**config.mk**
```make
export PLATFORM = sky130hd
export DESIGN_NAME = xpsr_ctx_stack_flat
export DESIGN_NICKNAME = d
export VERILOG_FILES = /design/src/rtl/xpsr_ctx_stack_if.sv /design/src/rtl/xpsr_ctx_stack.sv /design/src/flat_wrapper.sv
export SDC_FILE = /design/constraint.sdc
export NUM_CORES = 1
export LEC_CHECK = 0
export ABC_AREA = 1
export CAP_MARGIN = 25
export CORE_MARGIN = 5
export CORE_UTILIZATION = 46
export CTS_CLUSTER_DIAMETER = 60
export DETAILED_ROUTE_END_ITERATION = 10
export GPL_TIMING_DRIVEN = 1
export PLACE_DENSITY = 0.76
export SLEW_MARGIN = 40
export SYNTH_ARGS = -nofsm -noshare
export SYNTH_HDL_FRONTEND = slang
export SYNTH_SLANG_ARGS = --single-unit
```
**constraint.sdc**
```tcl
create_clock -name clk -period 2.72 [get_ports clk]
set_input_delay 0.408 -clock clk [delete_from_list [all_inputs] [get_ports clk]]
set_output_delay 0.408 -clock clk [all_outputs]
set_load 0.005 [all_outputs]
```
**src/rtl/xpsr_ctx_stack_if.sv**
```systemverilog
// Register-file-side signal bundle for xpsr_ctx_stack: write strobes, exception events and xPSR views.
// XPSR_GE_EN adds the en_ge/ge pair.
interface xpsr_ctx_stack_if #(
    parameter int IPSR_W = 9,
    parameter int CNT_W  = 3
);
    logic [31:0]       set_data;
    logic [4:0]        en_apsr;
    logic              en_ipsr;
    logic              en_epsr;
    logic              inst_valid;
    logic              exc_entry;
    logic [IPSR_W-1:0] exc_num;
    logic              exc_return;
    logic              stk_err_clr;
`ifdef XPSR_GE_EN
    logic              en_ge;
    logic [3:0]        ge;
`endif

    logic [4:0]        apsr;
    logic [IPSR_W-1:0] ipsr;
    logic [9:0]        epsr;
    logic [31:0]       xpsr;
    logic              in_it_blk;
    logic [3:0]        it_cond;
    logic [CNT_W-1:0]  stk_level;
    logic              stk_full;
    logic              stk_empty;
    logic              stk_err;

    modport master (
`ifdef XPSR_GE_EN
        output en_ge,
        input  ge,
`endif
        output set_data, en_apsr, en_ipsr, en_epsr, inst_valid,
        output exc_entry, exc_num, exc_return, stk_err_clr,
        input  apsr, ipsr, epsr, xpsr, in_it_blk, it_cond,
        input  stk_level, stk_full, stk_empty, stk_err
    );

    modport slave (
`ifdef XPSR_GE_EN
        input  en_ge,
        output ge,
`endif
        input  set_data, en_apsr, en_ipsr, en_epsr, inst_valid,
        input  exc_entry, exc_num, exc_return, stk_err_clr,
        output apsr, ipsr, epsr, xpsr, in_it_blk, it_cond,
        output stk_level, stk_full, stk_empty, stk_err
    );
endinterface

```
**src/rtl/xpsr_ctx_stack.sv**
```systemverilog
// xPSR register (APSR/IPSR/EPSR, IT advance) with a hardware context stack for nested exceptions.
// Optional GE flags are built when XPSR_GE_EN is defined.
module xpsr_ctx_stack #(
    parameter int IPSR_W    = 9,
    parameter int STK_DEPTH = 4,
    parameter int CNT_W     = 3
) (
    input logic             clk,
    input logic             rst,
    xpsr_ctx_stack_if.slave bus
);
    localparam logic [9:0] EPSR_RST  = 10'b0010000000;
    localparam logic [9:0] EPSR_KEEP = 10'b0010000001;
    localparam int         AW        = (STK_DEPTH > 1) ? $clog2(STK_DEPTH) : 1;

`ifdef XPSR_GE_EN
    localparam int FRAME_W = 5 + 4 + IPSR_W + 10;
    logic [3:0] ge_q;
`else
    localparam int FRAME_W = 5 + IPSR_W + 10;
`endif

    logic [4:0]        apsr_q;
    logic [IPSR_W-1:0] ipsr_q;
    logic [9:0]        epsr_q;
    logic [CNT_W-1:0]  level_q;
    logic              err_q;

    logic [FRAME_W-1:0] stack [STK_DEPTH];
    logic [FRAME_W-1:0] push_frame;
    logic [FRAME_W-1:0] pop_frame;
    logic [AW-1:0]      push_idx;
    logic [AW-1:0]      pop_idx;

    logic [7:0] it;
    logic [7:0] it_next;
    logic [9:0] epsr_adv;
    logic [8:0] ipsr_ext;
    logic       in_blk;
    logic       full;
    logic       empty;
    logic       exc_evt;
    logic       tail;
    logic       do_push;
    logic       do_pop;
    logic       err_set;
    logic       any_en;
    logic       it_adv;

    // IT bits are scattered across EPSR: IT[7:2]=epsr[6:1], IT[1:0]=epsr[9:8]
    assign it     = {epsr_q[6:1], epsr_q[9:8]};
    assign in_blk = |it[3:0];

    always_comb begin
        it_next = '0;
        if (it[2:0] != 3'b000) begin
            it_next = {it[7:5], it[3:0], 1'b0};
        end
    end
    assign epsr_adv = {it_next[1:0], epsr_q[7], it_next[7:2], epsr_q[0]};

    assign full    = (level_q == CNT_W'(STK_DEPTH));
    assign empty   = (level_q == '0);
    assign exc_evt = bus.exc_entry | bus.exc_return;
    assign tail    = bus.exc_entry & bus.exc_return;
    assign do_push = bus.exc_entry & ~bus.exc_return & ~full;
    assign do_pop  = bus.exc_return & ~bus.exc_entry & ~empty;
    assign err_set = (bus.exc_entry & ~bus.exc_return & full) |
                     (bus.exc_return & ~bus.exc_entry & empty);

`ifdef XPSR_GE_EN
    assign any_en     = (|bus.en_apsr) | bus.en_ipsr | bus.en_epsr | bus.en_ge;
    assign push_frame = {apsr_q, ge_q, ipsr_q, epsr_q};
`else
    assign any_en     = (|bus.en_apsr) | bus.en_ipsr | bus.en_epsr;
    assign push_frame = {apsr_q, ipsr_q, epsr_q};
`endif
    assign it_adv = ~exc_evt & ~any_en & bus.inst_valid & in_blk;

    assign push_idx  = AW'(level_q);
    assign pop_idx   = AW'(level_q - CNT_W'(1));
    assign pop_frame = stack[pop_idx];

    // Frame storage has no reset; only the level counter decides which frames are live.
    always_ff @(posedge clk) begin
        if (do_push && !rst) begin
            stack[push_idx] <= push_frame;
        end
    end

    always_ff @(posedge clk) begin
        if (rst) begin
            apsr_q  <= '0;
            ipsr_q  <= '0;
            epsr_q  <= EPSR_RST;
            level_q <= '0;
            err_q   <= 1'b0;
`ifdef XPSR_GE_EN
            ge_q    <= '0;
`endif
        end else begin
            if (err_set) begin
                err_q <= 1'b1;
            end else if (bus.stk_err_clr) begin
                err_q <= 1'b0;
            end

            if (tail || do_push) begin
                ipsr_q <= bus.exc_num;
                epsr_q <= epsr_q & EPSR_KEEP;
                if (do_push) begin
                    level_q <= level_q + CNT_W'(1);
                end
            end else if (do_pop) begin
                apsr_q  <= pop_frame[FRAME_W-1 -: 5];
                ipsr_q  <= pop_frame[10 +: IPSR_W];
                epsr_q  <= pop_frame[9:0];
`ifdef XPSR_GE_EN
                ge_q    <= pop_frame[10+IPSR_W +: 4];
`endif
                level_q <= level_q - CNT_W'(1);
            end else if (!exc_evt) begin
                for (int unsigned i = 0; i < 5; i++) begin
                    if (bus.en_apsr[i]) begin
                        apsr_q[i] <= bus.set_data[27+i];
                    end
                end
                if (bus.en_ipsr) begin
                    ipsr_q <= bus.set_data[IPSR_W-1:0];
                end
                if (bus.en_epsr) begin
                    epsr_q <= {bus.set_data[26:24], bus.set_data[15:9]};
                end else if (it_adv) begin
                    epsr_q <= epsr_adv;
                end
`ifdef XPSR_GE_EN
                if (bus.en_ge) begin
                    ge_q <= bus.set_data[19:16];
                end
`endif
            end
        end
    end

    assign ipsr_ext = 9'(ipsr_q);

    assign bus.apsr      = apsr_q;
    assign bus.ipsr      = ipsr_q;
    assign bus.epsr      = epsr_q;
    assign bus.in_it_blk = in_blk;
    assign bus.it_cond   = in_blk ? it[7:4] : 4'b1110;
    assign bus.stk_level = level_q;
    assign bus.stk_full  = full;
    assign bus.stk_empty = empty;
    assign bus.stk_err   = err_q;

`ifdef XPSR_GE_EN
    logic unused_bits;
    assign unused_bits = ^bus.set_data[23:20];
    assign bus.ge      = ge_q;
    assign bus.xpsr    = {apsr_q, epsr_q[9:8], epsr_q[7], 4'b0000, ge_q,
                          epsr_q[6:1], epsr_q[0], ipsr_ext};
`else
    logic unused_bits;
    assign unused_bits = ^bus.set_data[23:16];
    assign bus.xpsr    = {apsr_q, epsr_q[9:8], epsr_q[7], 4'b0000, 4'b0000,
                          epsr_q[6:1], epsr_q[0], ipsr_ext};
`endif
endmodule

```
**src/flat_wrapper.sv**
```systemverilog
// flat-port wrapper written by rule: the top's interface ports become plain ports
module xpsr_ctx_stack_flat 
#(
    parameter int IPSR_W    = 9,
    parameter int STK_DEPTH = 4,
    parameter int CNT_W     = 3
)
  (clk, rst, bus_set_data, bus_en_apsr, bus_en_ipsr, bus_en_epsr, bus_inst_valid, bus_exc_entry, bus_exc_num, bus_exc_return, bus_stk_err_clr, bus_apsr, bus_ipsr, bus_epsr, bus_xpsr, bus_in_it_blk, bus_it_cond, bus_stk_level, bus_stk_full, bus_stk_empty, bus_stk_err);
  xpsr_ctx_stack_if #(.IPSR_W(IPSR_W), .CNT_W(CNT_W)) bus_i ();
  input logic clk;
  input logic rst;
  input wire logic [$bits(bus_i.set_data)-1:0] bus_set_data;
  input wire logic [$bits(bus_i.en_apsr)-1:0] bus_en_apsr;
  input wire logic [$bits(bus_i.en_ipsr)-1:0] bus_en_ipsr;
  input wire logic [$bits(bus_i.en_epsr)-1:0] bus_en_epsr;
  input wire logic [$bits(bus_i.inst_valid)-1:0] bus_inst_valid;
  input wire logic [$bits(bus_i.exc_entry)-1:0] bus_exc_entry;
  input wire logic [$bits(bus_i.exc_num)-1:0] bus_exc_num;
  input wire logic [$bits(bus_i.exc_return)-1:0] bus_exc_return;
  input wire logic [$bits(bus_i.stk_err_clr)-1:0] bus_stk_err_clr;
  output wire logic [$bits(bus_i.apsr)-1:0] bus_apsr;
  output wire logic [$bits(bus_i.ipsr)-1:0] bus_ipsr;
  output wire logic [$bits(bus_i.epsr)-1:0] bus_epsr;
  output wire logic [$bits(bus_i.xpsr)-1:0] bus_xpsr;
  output wire logic [$bits(bus_i.in_it_blk)-1:0] bus_in_it_blk;
  output wire logic [$bits(bus_i.it_cond)-1:0] bus_it_cond;
  output wire logic [$bits(bus_i.stk_level)-1:0] bus_stk_level;
  output wire logic [$bits(bus_i.stk_full)-1:0] bus_stk_full;
  output wire logic [$bits(bus_i.stk_empty)-1:0] bus_stk_empty;
  output wire logic [$bits(bus_i.stk_err)-1:0] bus_stk_err;
  assign bus_i.set_data = bus_set_data;
  assign bus_i.en_apsr = bus_en_apsr;
  assign bus_i.en_ipsr = bus_en_ipsr;
  assign bus_i.en_epsr = bus_en_epsr;
  assign bus_i.inst_valid = bus_inst_valid;
  assign bus_i.exc_entry = bus_exc_entry;
  assign bus_i.exc_num = bus_exc_num;
  assign bus_i.exc_return = bus_exc_return;
  assign bus_i.stk_err_clr = bus_stk_err_clr;
  assign bus_apsr = bus_i.apsr;
  assign bus_ipsr = bus_i.ipsr;
  assign bus_epsr = bus_i.epsr;
  assign bus_xpsr = bus_i.xpsr;
  assign bus_in_it_blk = bus_i.in_it_blk;
  assign bus_it_cond = bus_i.it_cond;
  assign bus_stk_level = bus_i.stk_level;
  assign bus_stk_full = bus_i.stk_full;
  assign bus_stk_empty = bus_i.stk_empty;
  assign bus_stk_err = bus_i.stk_err;
  xpsr_ctx_stack #(.IPSR_W(IPSR_W), .STK_DEPTH(STK_DEPTH), .CNT_W(CNT_W)) u_core (.clk(clk), .rst(rst), .bus(bus_i));
endmodule
```
# [Word-level counts from Yosys, hierarchy flattened]
# Memories as Yosys holds them, arrays and structs flattened.
# Index checks and enable logic that the tools add are counted.
[totals] ff_bits=28 mem_bits_rw=96 in_bits=54 word_cells=92 memories=1
[op_classes] addsub=2 n_eq_ne=5 n_mux=24 bitwise=21 n_reduce_logical=28
[mem_list] name="u_core.stack" depth=4 width=24 read_ports=1 rd_clocked_by_memory_dff=0 write_ports=1 line_no="xpsr_ctx_stack.sv:29" source="logic [FRAME_W-1:0] stack [STK_DEPTH];"
[ops] cell="two-way mux 10 bit" n=4
[ops] cell="two-way mux 9 bit" n=4
[ops] cell="AND reduction 3 bit" n=7
[ops] cell="nonzero test 2 bit" n=8
[ops] cell="bitwise AND 1 bit" n=10
[ops] cell="two-way mux 5 bit" n=2
[ops] cell="two-way mux 1 bit" n=9
[ops] cell="two-way mux 3 bit" n=3
[ops] cell="nonzero test 3 bit" n=3
[ops] cell="two-way mux 8 bit" n=1
[ops] cell="inverter 1 bit" n=7
[ops] cell="AND reduction 2 bit" n=3
[ops] cell="OR reduction 5 bit" n=1
[ops] cell="two-way mux 4 bit" n=1
[ops] cell="OR 1 bit" n=4
[ops] cell="OR reduction 4 bit" n=1
[ops] cell="adder 3 x 1 -> 3 bit, second input constant" n=1
[ops] cell="== test 3 bit, second input constant" n=1
[ops] cell="zero test 3 bit" n=1
[ops] cell="inequality test 3 x 2 -> 1 bit, second input constant" n=1
[ops] cell="inequality test 3 bit, second input constant" n=1
[ops] cell="subtractor 3 x 1 -> 3 bit, second input constant" n=1
[ops] cell="inequality test 2 x 1 -> 1 bit, second input constant" n=1
[ops] cell="inequality test 2 bit, second input constant" n=1
[ops] cell="4 further kinds" n=4

# [Depth between registers and ports, before layout]
[depth] ltp_word=11 depth_mapped=15 mapped_depth_nobuf=12

# [Least setup slack after synthesis]
# Ideal clock, no wire load.
[synth_timing] path_kind="reg-to-reg" from="register u_core.level_q[0], in the netlist u_core.bus.stk_level[0]" to="memory u_core.stack[0][0] in the netlist's numbering, enable pin" setup_time_ns=0.405 arrival_ns=2.424 path_slack_ns=-0.109 stages_incl_launch_ff=9 path_cell_list="dfxtp_1 -> buf_2 -> inv_1 -> buf_2 -> buf_4 -> ha_1 -> nand2_1 -> nand4_1 -> nor2_1"
[synth_between] elab_chain_len=6
[synth_rtl] item="from (decl)" line_no="xpsr_ctx_stack.sv:26" source="logic [CNT_W-1:0] level_q;"
[synth_rtl] item="from (signal assigned)" line_no="xpsr_ctx_stack.sv:112" source="level_q <= level_q + CNT_W'(1);"
[synth_rtl] item="from (signal assigned)" line_no="xpsr_ctx_stack.sv:121" source="level_q <= level_q - CNT_W'(1);"
[synth_rtl] item="== test 3 bit" line_no="xpsr_ctx_stack.sv:62" source="assign full = (level_q == CNT_W'(STK_DEPTH));"
[synth_rtl] item="inverter 1 bit" line_no="xpsr_ctx_stack.sv:66" source="assign do_push = bus.exc_entry & ~bus.exc_return & ~full;"
[synth_rtl] item="bitwise AND 1 bit" line_no="xpsr_ctx_stack.sv:66"
[synth_rtl] item="logical AND 1 bit" line_no="xpsr_ctx_stack.sv:86" source="if (do_push && !rst) begin"
[synth_rtl] item="two-way mux 1 bit" line_no="xpsr_ctx_stack.sv:86"
[synth_rtl] item="two-way mux 1 bit (not written as such)" line_no="xpsr_ctx_stack.sv:87" source="stack[push_idx] <= push_frame;"
[synth_rtl] item="to (decl)" line_no="xpsr_ctx_stack.sv:29"
# Parallel ways exist; a longest one is shown, timed or not.

# [Worst setup path in the final report]
[layout_timing] from="register u_core.epsr_q[8], in the netlist u_core.bus.epsr[8]" to="output port bus_it_cond[2]"
[layout_between] elab_chain_len=2
[layout_rtl] item="from (decl)" line_no="xpsr_ctx_stack.sv:25" source="logic [9:0] epsr_q;"
[layout_rtl] item="from (signal assigned)" line_no="xpsr_ctx_stack.sv:110" source="epsr_q <= epsr_q & EPSR_KEEP;"
[layout_rtl] item="from (signal assigned)" line_no="xpsr_ctx_stack.sv:117" source="epsr_q <= pop_frame[9:0];"
[layout_rtl] item="from (signal assigned)" line_no="xpsr_ctx_stack.sv:132" source="epsr_q <= {bus.set_data[26:24], bus.set_data[15:9]};"
[layout_rtl] item="OR reduction 4 bit" line_no="xpsr_ctx_stack.sv:52" source="assign in_blk = |it[3:0];"
[layout_rtl] item="two-way mux 4 bit" line_no="xpsr_ctx_stack.sv:151" source="assign bus.it_cond = in_blk ? it[7:4] : 4'b1110;"
[layout_rtl] item="to (decl)" line_no="flat_wrapper.sv:26" source="output wire logic [$bits(bus_i.it_cond)-1:0] bus_it_cond;"
# Every way passes these cells.

==> flow_metrics.py <==
metrics = {
    "power_and_ir_drop": {
        "peakVddDrop_uv": 367,
        "combPwrFrac_pct": 16.1,
        "seqPwrFrac_pct": 42.0,
        "cellPowerDensity_nw_per_um2": 714,
        "pwr-share-clk_pct": 41.9,
        "p_switching_uw": 1330,
        "leakage_uw": 0.00276,
        "intPower_uw": 3840,
        "p_sw_share_pct": 25.7,
    },
    "clocking": {
        "clk_latency_ps": 410,
        "clkTransAtPathRegs_ps": 50,
        "clock_sinks": 124,
        "cts.root.buffer_cell": "clkbuf_16",
        "post_cts_buffers": 0,
        "cts_hold_buf": 0,
        "cts_resized": 0,
        "cts_tree": "built",
        "clockBufferDepth": 2,
        "cts-buffers-inserted": 17,
        "h-tree-depth": 4,
    },
    "setup_path": {
        "start_kind": "register",
        "cp_slowest_cell": "clkdlybuf4s50_1",
        "cp_top_family": "buffers and inverters",
        "worstSetupEndpointType": "primary output",
        "worstPathBufferInverterCount": 2,
        "crit_chain": "inv_1 -> nand4_1 -> nand2_1 -> clkdlybuf4s50_1",
        "critPathRequiredTime_ps": 2310,
        "cpPeakStageDelay_ps": 520,
        "worst-setup-path-type": "reg -> out",
        "rr_worst_depth": 12,
        "path_max_fanout": 8,
        "arrival_ps": 1940,
        "cp.depth": 4,
    },
    "sta": {
        "slew_headroom_pct": 61.9,
        "setup-violations-final": 0,
        "period_share_pct": 86.4,
        "hold_ws_ps": 527,
        "slew_viol_final": 0,
        "finalSetupTns_ps": 0,
        "hold_viol": 0,
        "max_slew.worst_pin.slew_ps": 572,
        "fin_crit_ps": 2350,
        "finalClockSkew_ps": 8.23,
        "fin_ws_ps": 371,
        "rsz0062_at_grt": "no",
        "fmax_ghz": 0.426,
    },
    "routing": {
        "ant_nets": 0,
        "firstDrtPassIters": 5,
        "via_per_inst": 5.30,
        "drc": 0,
        "drtIter0Drc": 367,
        "routed_wl_mm": 14.7,
        "routedWlPerCell_um": 17.8,
        "num_vias": 4387,
    },
    "floorplanning": {
        "initial_utilization_pct": 46.9,
        "num_io_pins": 121,
        "row_count": 40,
        "die_area_um2": 14600,
        "die_x_um": 121,
        "die_h_um": 121,
        "core_um2": 12000,
    },
    "cells_and_area": {
        "fin_area_um2": 7240,
        "fill_cells": 991,
        "synthToLayoutAreaGrowth_pct": 28.5,
        "drive_gt1_share_pct": 10.4,
        "num_antenna_cells": 0,
        "fin_nets": 726,
    },
    "synthesis": {
        "syn_avg_cell_area_um2": 9.74,
        "synth_top_area_share_pct": 51.2,
        "synth_warnings": 0,
        "synthCells": 578,
        "synth_seq_area_share_pct": 61.1,
        "ys_ff_latch": 124,
        "syn-cell-area_um2": 5630,
        "synth_cell_types": 30,
        "yosys-top-cells-area": "edfxtp_1 (51%), dfxtp_1 (10%), nor2_1 (7.1%), nand2_1 (6.0%), buf_4 (4.7%)",
        "synth_largest_area_cell": "edfxtp_1",
    },
    "status": {
        "status": "finished clean",
    },
    "global_routing": {
        "grt_pass1_wl_mm": 23.0,
        "grt_overflow_total": 0,
        "grt.total_usage_pct": 20.5,
        "grt_pass1_vias": 4463,
        "grt_max_degree": 55,
        "antenna_found_initial": 0,
    },
    "placed_design": {
        "hpwl_mm": 9.15,
        "place_area_um2": 6660,
        "gp_congestion": 0.786,
        "place_ws_ps": 403,
        "port_buffers": 104,
    },
    "hold_path": {
        "holdCritPathClass": "reg -> reg",
        "hold_depth": 2,
    },
    "flow_run": {
        "drv_cap": 0,
    },
}
## worst reg2reg max path: cells and delay by family (launching register included)
kind | cells | cell delay (ps)
AND/OR/NAND/NOR | 6 | 850
buffers and inverters | 4 | 510
flip-flops | 1 | 350
adder cells (fa/ha/maj) | 1 | 170
AO/OA/AOI/OAI | 1 | 150
## area by class of cell
type                       instances  area, µm²  area share (%)
clock inverter                    11        123            1.69
clock buffer                      21        450            6.22
tap                              147        184            2.54
multi-input combinational        358       1680            23.2
timing repair buffer             120       1190            16.4
sequential                       124       3440            47.6
inverter                          46        175            2.42
## cell usage after synthesis, drive strengths merged
cell type  instances
nand3             18
nand4              3
dfxtp             28
clkbuf             8
nand2             94
a31oi              3
conb               1
inv               46
o21ai             71
o211ai             3
a21oi             24
buf               49
or2                2
o22ai             14
edfxtp            96
ha                 5
nor2             113
## layout by cell type, fill, tap and decap left out
master,count
inv_4,1
nand2_4,1
a31oi_1,3
a21oi_1,24
inv_2,6
clkinvlp_4,4
o21ai_0,52
o211ai_1,3
nor2_8,1
nor2_2,7
clkbuf_8,1
bufinv_16,2
nor2_1,102
nand4_1,3
clkbuf_16,17
clkdlybuf4s50_1,104
or2_2,2
inv_1,39
buf_12,2
buf_4,14
nand3_2,1
o21ai_1,18
o22ai_1,14
clkbuf_1,3
nor2_4,3
clkinv_4,2
nand2_1,90
edfxtp_1,96
conb_1,8
ha_1,5
nand3_1,17
nand2_2,3
dfxtp_1,28
o21ai_2,1
clkinv_2,3
## cell families (layout without fill, tap and decap cells)
logic type	after synthesis	after routing	share of synthesized area, %
adder cells (fa/ha/maj)	5	5	1.11
AO/OA/AOI/OAI	115	115	10.8
other	1	8	0.0666
AND/OR/NAND/NOR	230	230	17.1
buffers and inverters	103	198	9.75
flip-flops	124	124	61.1
## routing by layer
layer | GRT usage [%] | share of wire [%]
met4 | 7.01 | 1.8
met2 | 35.9 | 51
met5 | 0 | 0
met1 | 24.8 | 39
met3 | 4.72 | 8.2
## sequential cells by signal, summed over array words and instances (netlist names)
| register | cells |
|---|---|
| u_core.bus.stk_level | 3 |
| u_core.bus.ipsr | 9 |
| u_core.bus.epsr | 10 |
| u_core.bus.stk_err | 1 |
| u_core.bus.apsr | 5 |
| u_core.stack | 96 |
## through the flow
| stage | power, µW | instances | util (%) |
|---|---|---|---|
| 6_report | 5170 | 827 | 60.3 |
| 4_1_cts | 5180 | 827 | 60.3 |
| 3_3_place_gp | 3000 | 795 | 55.5 |
| 5_1_grt | 5360 | 827 | 60.3 |
| 3_5_place_dp | 3030 | 795 | 55.5 |
| 2_1_floorplan | 2690 | 585 | - |
## final timing paths
kind | to | slack [ps] | start
max | bus_it_cond[2] | 370 | u_core.bus.epsr[8]
min reg2reg | u_core.bus.stk_level[2] | 530 | u_core.bus.stk_level[2]
max reg2reg | u_core.bus.ipsr[8] | 610 | u_core.bus.stk_level[1]
min | u_core.bus.stk_level[2] | 530 | u_core.bus.stk_level[2]
## power groups by stage
stage                     combinational [µW]  clock, µW  sequential [µW]
after floorplan                          487          0             2200
after global placement                   798          0             2200
after detailed placement                 817          0             2210
after CTS                                831       2170             2170
after global routing                     912       2270             2180
final                                    831       2160             2170
No activity file was read; power rests on OpenSTA's default activity.
